`config.mk`:
```
export PLATFORM = sky130hd
export DESIGN_NAME = counter_ctl
export DESIGN_NICKNAME = d
export VERILOG_FILES = /design/src/rtl/counter_ctl.sv
export SDC_FILE = /design/constraint.sdc
export NUM_CORES = 1
export LEC_CHECK = 0
export CAP_MARGIN = 15
export CORE_ASPECT_RATIO = 1.5
export CORE_MARGIN = 5
export CORE_UTILIZATION = 45
export DETAILED_ROUTE_END_ITERATION = 6
export HOLD_SLACK_MARGIN = 0.06
export MAX_ROUTING_LAYER = met4
export PLACE_DENSITY_LB_ADDON = 0.25
export SLEW_MARGIN = 20
export SYNTH_ARGS = -nofsm -noshare
export SYNTH_HDL_FRONTEND = slang
export SYNTH_SLANG_ARGS = --single-unit
```
`constraint.sdc`:
```
create_clock -name clk -period 2.6 [get_ports clk]
set_clock_uncertainty 0.2 [all_clocks]
set_input_delay 0.78 -clock clk [delete_from_list [all_inputs] [get_ports clk]]
set_output_delay 0.78 -clock clk [all_outputs]
set_load 0.02 [all_outputs]
```
`src/rtl/counter_ctl.sv`:
```
// Up/down loadable counter with programmable limit and wrap/saturate/one-shot overflow modes.
// Define COUNTER_PRESCALE_EN to add the div input and an enable prescaler.
module counter_ctl #(
    parameter int WIDTH      = 8,
    parameter int PRESCALE_W = 4
) (
    input  logic                  clk,
    input  logic                  rst,
    input  logic                  en,
    input  logic                  dir,
    input  logic                  load,
    input  logic [WIDTH-1:0]      load_value,
    input  logic [WIDTH-1:0]      limit,
    input  logic [1:0]            mode,
`ifdef COUNTER_PRESCALE_EN
    input  logic [PRESCALE_W-1:0] div,
`endif
    output logic [WIDTH-1:0]      count,
    output logic                  tc,
    output logic                  done
);

    typedef enum logic {ARMED, DONE} ctlState_t;

    localparam logic [1:0] MODE_SAT     = 2'b01;
    localparam logic [1:0] MODE_ONESHOT = 2'b10;

    ctlState_t        state;
    logic             tick;
    logic             atTerm;
    logic [WIDTH-1:0] clippedLoad;

    // Up-terminal uses >= so a limit lowered below the current count still terminates.
    assign atTerm      = dir ? (count >= limit) : (count == '0);
    assign clippedLoad = (load_value > limit) ? limit : load_value;

`ifdef COUNTER_PRESCALE_EN
    logic [PRESCALE_W-1:0] prescCnt;
    logic [PRESCALE_W-1:0] periodDiv;
    logic [PRESCALE_W-1:0] effDiv;

    // div is captured at the start of each period so a change only applies to the next one.
    assign effDiv = (prescCnt == '0) ? div : periodDiv;
    assign tick   = (prescCnt == effDiv);

    always_ff @(posedge clk) begin
        if (rst || load) begin
            prescCnt  <= '0;
            periodDiv <= '0;
        end else if (en && state == ARMED) begin
            periodDiv <= effDiv;
            if (tick) begin
                prescCnt <= '0;
            end else begin
                prescCnt <= prescCnt + 1'b1;
            end
        end
    end
`else
    assign tick = 1'b1;
`endif

    always_ff @(posedge clk) begin
        if (rst) begin
            count <= '0;
            tc    <= 1'b0;
            done  <= 1'b0;
            state <= ARMED;
        end else if (load) begin
            count <= clippedLoad;
            tc    <= 1'b0;
            done  <= 1'b0;
            state <= ARMED;
        end else if (state == DONE) begin
            tc <= 1'b0;
            if (mode != MODE_ONESHOT) begin
                state <= ARMED;
                done  <= 1'b0;
            end
        end else if (en && tick) begin
            if (!atTerm) begin
                count <= dir ? count + 1'b1 : count - 1'b1;
                tc    <= 1'b0;
            end else begin
                tc <= 1'b1;
                case (mode)
                    MODE_SAT: begin
                        count <= dir ? limit : '0;
                    end
                    MODE_ONESHOT: begin
                        count <= dir ? limit : '0;
                        done  <= 1'b1;
                        state <= DONE;
                    end
                    default: begin
                        count <= dir ? '0 : limit;
                    end
                endcase
            end
        end else begin
            tc <= 1'b0;
        end
    end

endmodule
```
### Word level (Yosys, flattened, before mapping)

Index checks and enable logic that the tools add are counted.

* input port bits: 23
* bits in registers: 11

* add/sub/neg operators: 2
* reduce and logical (&&, ||, !) cells: 10
* multiplexer cells: 21
* equality and inequality tests: 5
* order comparisons: 2
* bitwise gates (word level): 1

Operators by type and width (count)
* $mux W8: 9
* $mux W1: 12
* $add A8 B1 Y8 const B: 1
* $ge A8 B8 Y1: 1
* $gt A8 B8 Y1: 1
* $logic_not A8 Y1: 1
* $reduce_bool A2 Y1: 4
* $sub A8 B1 Y8 const B: 1
* $ne A2 B2 Y1 const B: 2
* $reduce_and A4 Y1: 1
* $reduce_or A2 Y1: 2
* $reduce_or A4 Y1: 1
* $eq A2 B1 Y1 const B: 1
* $eq A2 B2 Y1 const B: 1
* $ne A2 B1 Y1 const B: 1
* $reduce_and A2 Y1: 1
* $not A1 Y1: 1

### Depth between registers and ports, before layout

Gate-level depths: netlist (run 1).

* depth in word-level cells: 7
* mapped depth: 10

### Worst setup path after synthesis (run 1)

No wires, ideal clock.

* path type: input to register
* from: in dir
* to: reg count[7]
* arrival: 2.417 ns
* data required time: 2.269 ns
* slack: -0.148 ns
* library setup time: 0.131 ns
* stages: 9
* path through: inv_1 -> ha_1 -> a21oi_1 -> o211ai_1 -> o41ai_1 -> xnor2_1 -> nor2_1 -> a311oi_1 -> a2111oi_2

* longest elaborated chain between the ends: 6
* elaborated cells between the ends (all ways): 9
* those cells by class: mux (9)

Ends and longest elaborated chain
* from (decl): line 10 `input logic dir,`
* $mux W8 (on tied branches): line 96, 88, 91
* $mux W8
* $mux W8 (*): line 81 `if (!atTerm) begin`
* $mux W8 (*): line 80 `end else if (en && tick) begin`
* $mux W8 (*): line 74 `end else if (state == DONE) begin`
* $mux W8 (*): line 69 `end else if (load) begin`
* to (signal assigned): line 70 `count <= clippedLoad;`
* to (signal assigned): line 82 `count <= dir ? count + 1'b1 : count - 1'b1;`
* to (signal assigned): line 88 `count <= dir ? limit : '0;`
* to (decl): line 18 `output logic [WIDTH-1:0] count,`

Mark *: on every way between the ends. The rest lies on a longest branch, timed or not. The select of a mux whose other input is x is not followed.
A chain may end at the register's enable or synchronous reset.

### Final worst setup path (run 1)

Ends and elaborated chain as after synthesis.

==> out/qor.txt, run 1 <==
======================================================================================
Core utilization of the finished layout .................................        0.857
Clock insertion delay at the later pin of the skew report ...............       250 ps
Pin count of the biggest net entering global routing ....................           10
Portion of the post-synthesis area used by sequential elements ..........        0.160
Via total after detailed routing ........................................         1786
Maximum net fanout on the critical path .................................            5
Remaining DRCs ..........................................................            0
Net count, final ........................................................          296
P_sw ....................................................................       432 uW
Failing checks .......................................................... negative setup slack
Synthesis Warnings ......................................................            0
Classification of the worst setup path .................................. input pin to flip-flop
RSZ-0062 raised after global routing ....................................          yes
Average wire per standard cell ..........................................      21.5 um
Final cell area excluding filler cells ..................................   2500 sq um
TritonRoute pass-1 iters ................................................            4
Number of setup violations in the final report ..........................            5
Area overhead of the layout relative to synthesis .......................        82.0%
Placed instance area ....................................................   2030 sq um
Measured slew at the worst slew-check pin ...............................       386 ps
Antenna cell count ......................................................            0
Post-DP HPWL ............................................................      3370 um
Fraction of layout cells with a size suffix above 1 .....................        0.528
Destination of the worst hold path ......................................        state
Global-route wire length before repair ..................................      8420 um
Cell internal pwr .......................................................       625 uW
Buffer levels on the longest clock path .................................            2
Final cycle utilization of the critical path ............................         1.06
Worst Path Required .....................................................      2530 ps
TritonCTS Buffers .......................................................            3
Residual overflow from global routing ...................................            0
Mapped Cells ............................................................          164
Aggregate routed wire length ............................................      6170 um
Final Hold Violating Endpoints ..........................................            0
Die footprint ...........................................................   4280 sq um
Critical R2R Capture ....................................................     count[7]
Syn nets ................................................................          211
Leading cell type in the layout, fill and taps excluded .................        buf_4
Final-report max-slew violation count ...................................            0
CP Launch Type ..........................................................    input pin
R2r startpoint ..........................................................     count[1]
Sequential Power Share ..................................................        0.207
Number of flops mapped to enable cells by yosys .........................            0
Smallest setup slack after layout .......................................      -168 ps
Final critical delay including setup and external delays ................      2770 ps
Normalized max-slew margin ..............................................        0.742
H-Tree Level Count ......................................................            1
Max frequency ...........................................................      361 MHz
Post-synthesis sequential element count .................................           11
Vias in the first global route ..........................................         1825
Antenna violations before repair ........................................            0
Async set-or-reset flop fraction in the synthesized netlist .............            0
Worst vdd ir ............................................................     0.408 mV
Outcome ................................................................. finished with violations
Reg2reg setup slack .....................................................       140 ps
Synthesized area per cell ...............................................   8.37 sq um
Iteration-0 DRC Markers .................................................           82
Clock slew at the register clock pins of the worst setup and hold paths .        60 ps
Number of sinks handled by clock tree synthesis .........................           11
IO Pins .................................................................           33
Max-cap violations ......................................................            0
Sort of element at the end of the critical path .........................    flip-flop
Die boundary height .....................................................      77.6 um
Antenna Violating Nets Remaining ........................................            0
Leakage power total .....................................................      1.03 nW
CTS tree ................................................................        built
Arrival time of the worst setup path ....................................      2700 ps
Power density of the placed cells .......................................  423 nW/um^2
Number of cells on the worst reg-to-reg path ............................            8
Fraction of power consumed by the clock network .........................        0.175
Startpoint of the worst hold path .......................................        state
Floorplan core area .....................................................   2910 sq um
Switching Share .........................................................        0.409
Logic gate share of total power .........................................        0.619
Port buffer count .......................................................           32
Cell area after synthesis ...............................................   1370 sq um
Number of vias per cell after detailed routing ..........................         6.22
Die Wd ..................................................................      55.1 um
Distinct cell type count after synthesis ................................           45
Setup TNS Final .........................................................      -385 ps
Total GRT Usage .........................................................        0.271
Master cell of the clock root buffer ....................................     clkbuf_8
Top flip-flop cell by instance count after synthesis ....................      dfxtp_1
Final RePlAce weighted congestion .......................................        0.820
Initial cell density of the core ........................................        0.471
Class of the worst hold path ............................................ flip-flop to flip-flop
Num rows ................................................................           24
Highest-count cells in the layout ignoring fill and taps ................ 44 x buf_4, 15 x clkdlybuf4s50_1, 14 x a21oi_1, 14 x ha_4, 13 x nor2_1
Worst hold path stage count .............................................            2
======================================================================================
-- logic make-up after synthesis --
family / Yosys count / share of synthesized area
adder cells (fa/ha/maj): 24 / 0.224
flip-flops: 11 / 0.160
AO/OA/AOI/OAI: 57 / 0.309
XOR/XNOR: 7 / 0.0447
multiplexers: 4 / 0.0328
buffers and inverters: 16 / 0.0602
AND/OR/NAND/NOR: 45 / 0.169
-- layout make-up --
cell class	count	area, sq um
Multi-Input combinational cell	138	1440
Clock buffer	4	45.0
Inverter	12	51.3
Sequential cell	11	220
Fill cell	164	415
Tap cell	39	48.8
Timing Repair Buffer	83	696
-- power groups by stage --
stage | clock (mW) | sequential, mW | combinational, mW
5_1_grt | 0.190 | 0.221 | 0.694
4_1_cts | 0.180 | 0.216 | 0.558
3_3_place_gp | 0 | 0.212 | 0.453
6_report | 0.184 | 0.219 | 0.654
3_5_place_dp | 0 | 0.214 | 0.470
2_1_floorplan | 0 | 0.226 | 0.259
-- metal layers --
layer  GRT usage  share of wire
met2       0.499           0.55
met5           -              0
met3      0.0307          0.048
met1       0.269           0.35
met4       0.109          0.053
-- registers in the layout (all words and copies together) (netlist names) --
name and flops:
done 1, state 1, tc 1, count 8
-- timing repair --
item | 4_1_cts | 5_1_grt
hold endpoints to repair | 0 | 0
buffers inserted | 8 | 4
setup endpoints to repair | 11 | 10
hold buffers | 0 | 0
resized for setup | 73 | 38
cloned | 1 | 0
pin swaps | 27 | 28
-- worst max-delay path, cell delays in order --
cell,delay [ps]
buf_8,80
clkinvlp_4,170
buf_12,180
ha_4,230
nand2_1,90
o211ai_1,170
o41ai_2,380
xnor2_1,180
nor2_1,90
a311oi_2,270
a2111oi_2,50
-- cells in the mapped netlist (2+ instances only) --
cell type,instances,area (sq um)
ha_1,23,288
a21oi_1,20,100
nor2_1,16,60.1
inv_1,12,45.0
dfxtp_1,11,220
o21ai_0,8,40.0
nand2_1,5,18.8
xor2_1,5,43.8
mux2_2,4,45.0
nand3_1,4,20.0
nor2b_1,4,25.0
o21bai_1,4,30.0
a22oi_1,3,22.5
a2111oi_2,2,30.0
a211oi_1,2,15.0
a21o_1,2,15.0
and3_1,2,12.5
buf_4,2,15.0
buf_6,2,22.5
nand2b_1,2,12.5
nand4_1,2,12.5
nor2_2,2,12.5
nor3_1,2,10.0
o211ai_1,2,15.0
o22ai_1,2,12.5
xnor2_1,2,17.5
-- metrics by stage --
stage          setup slack [ps]  power [mW]  hold slack (ps)  cells
2_1_floorplan             -21.4       0.485              275    164
3_3_place_gp               -611       0.666              292    271
3_5_place_dp               -786       0.684              322    271
4_1_cts                   -33.7       0.955              335    283
5_1_grt                    -234        1.10              373    287
6_report                   -168        1.06              345    287
-- worst max path at each step --
stage / startpoint / endpoint / cells past startpoint
floorplan: dir / count[7] / 9
global placement: dir / count[7] / 10
detailed placement: dir / count[7] / 10
CTS: dir / count[7] / 10
global route: dir / count[7] / 11
finish: dir / count[7] / 11
Power figures use the tool's default switching activity.
==> run 2: changes to the inputs <==
Settings changed: GPL_TIMING_DRIVEN set to 0.
Clock period 2.6 ns to 2.4 ns, I/O delays scaled along.
==> out/qor.txt, run 2 (synthesized netlist as in run 1, its figures left out) <==
======================================================================================
Measured slew at the worst slew-check pin ...............................       454 ps
Final worst hold slack ..................................................       380 ps
Smallest setup slack after layout .......................................      -119 ps
RSZ-0062 raised after global routing ....................................          yes
Die Wd ..................................................................      55.1 um
Worst vdd ir ............................................................     0.492 mV
Normalized max-slew margin ..............................................        0.697
Buffer levels on the longest clock path .................................            2
Via total after detailed routing ........................................         1668
Post-DP HPWL ............................................................      3100 um
Master cell of the clock root buffer ....................................     clkbuf_8
Critical Path, Cell by Cell ............................................. buf_8 -> clkinvlp_4 -> buf_4 -> ha_4 -> a21oi_4 -> o211ai_1 -> o41ai_2 -> xnor2_1 -> nor2_2 -> a311oi_2 -> a2111oi_2
Residual overflow from global routing ...................................            0
Fraction of layout cells with a size suffix above 1 .....................        0.570
Net count, final ........................................................          276
Final cycle utilization of the critical path ............................         1.05
Total GRT Usage .........................................................        0.263
Flip-flop count of the largest register after layout ....................            8
Num rows ................................................................           24
Final critical delay including setup and external delays ................      2520 ps
Average wire per standard cell ..........................................      22.2 um
Setup TNS Final .........................................................      -606 ps
Buf/Inv on CP ...........................................................            3
Aggregate routed wire length ............................................      5920 um
CP Launch Type ..........................................................    input pin
Remaining DRCs ..........................................................            0
Delay contributed by the slowest stage of the critical path .............       270 ps
Worst slack at placement ................................................     -1120 ps
Final-report max-slew violation count ...................................            0
Classification of the worst setup path .................................. input pin to flip-flop
Arrival time of the worst setup path ....................................      2440 ps
Final Hold Violating Endpoints ..........................................            0
Die boundary height .....................................................      77.6 um
Outcome ................................................................. finished with violations
Die footprint ...........................................................   4280 sq um
Leakage power total .....................................................     0.965 nW
Leading cell type in the layout, fill and taps excluded .................        buf_4
Clock insertion delay at the later pin of the skew report ...............       250 ps
Antenna Violating Nets Remaining ........................................            0
Antenna cell count ......................................................            0
Number of sinks handled by clock tree synthesis .........................           11
Critical path's slowest cell ............................................      o41ai_2
Most flops, register ....................................................        count
Sort of element at the end of the critical path .........................    flip-flop
Failing checks .......................................................... negative setup slack
Max-cap violations ......................................................            0
Maximum net fanout on the critical path .................................            5
Floorplan core area .....................................................   2910 sq um
Area overhead of the layout relative to synthesis .......................        81.1%
Class of the worst hold path ............................................ flip-flop to flip-flop
IO Pins .................................................................           33
Number of placed instances, taps included ...............................          234
Clock slew at the register clock pins of the worst setup and hold paths .        60 ps
Pin count of the biggest net entering global routing ....................           11
Filler Cells Inserted ...................................................          147
Highest-count cells in the layout ignoring fill and taps ................ 23 x buf_4, 17 x ha_4, 14 x buf_6, 14 x clkdlybuf4s50_1, 12 x nor2_1
CTS tree ................................................................        built
H-Tree Level Count ......................................................            1
Port buffer count .......................................................           31
Initial cell density of the core ........................................        0.471
Power density of the placed cells .......................................  463 nW/um^2
Final RePlAce weighted congestion .......................................        0.819
Number of vias per cell after detailed routing ..........................         6.25
Vias in the first global route ..........................................         1736
Number of setup violations in the final report ..........................            9
Iteration-0 DRC Markers .................................................           66
Global-route wire length before repair ..................................      8360 um
Worst Path Required .....................................................      2320 ps
TritonCTS Buffers .......................................................            3
Number of non-filler instances in the completed layout ..................          267
Max frequency ...........................................................      397 MHz
TritonRoute pass-1 iters ................................................            4
Antenna violations before repair ........................................            0
Largest delay contributor family on the critical path ................... compound AO/OA/AOI/OAI gates
======================================================================================
[run 2: changes by cell type in the layout (fill, tap and decap cells not counted), moves of 4 or more]
cell      previous run  this run
buf_4               44        23
buf_6                6        14
clkbuf_2             8         4
inv_2                6         1
ha_1                 9         5
[run 2: path summary, 6_finish.rpt]
path               to     start  depth (start not counted)  slack, ps
max          count[7]       dir                         11       -120
min             state     state                          2        380
min reg2reg     state     state                          2        380
max reg2reg  count[6]  count[6]                          8        -20
[run 2: power by group]
group	switching (mW)	total, mW	leakage [nW]	internal (mW)
clock	0.0865	0.204	0.0228	0.118
combinational	0.344	0.701	0.850	0.357
sequential	0.0429	0.245	0.0916	0.202
[run 2: metrics by stage]
stage,instance area (sq um),util,power [mW]
after global routing,2490,0.854,1.21
after detailed placement,1870,0.643,0.699
after global placement,1870,0.643,0.681
after CTS,2270,0.780,1.00
final,2490,0.854,1.15
after floorplan,1520,-,0.550
[run 2: repair_timing]
| item | in CTS | in global routing |
|---|---|---|
| buffers inserted | 17 | 12 |
| pin swaps | 47 | 36 |
| endpoints found under the setup margin | 11 | 11 |
| hold buffers | 0 | 0 |
| cloned | 1 | 0 |
| gates resized for setup | 109 | 47 |
[run 2: final cells by class]
class                      instances  area, sq um  share of cell area
sequential                        11          224              0.0901
timing repair buffer              60          554               0.223
clock buffer                       4         45.0              0.0181
inverter                          12         93.8              0.0377
tap                               39         48.8              0.0196
multi-input combinational        137         1480               0.595
buffer                             4         41.3              0.0166
[run 2: per-layer routing]
metal  wire [um]  share of wire  global-route usage
met1        2140           0.36               0.291
met2        3080           0.52               0.444
met3         344          0.058              0.0421
met4         357          0.060               0.112
met5           0              0                   -
[run 2: tightest hold or removal path, cell delays in order (launching register included)]
cell     delay [ps]
dfxtp_1         360
a21oi_1          70
nor2_1          110
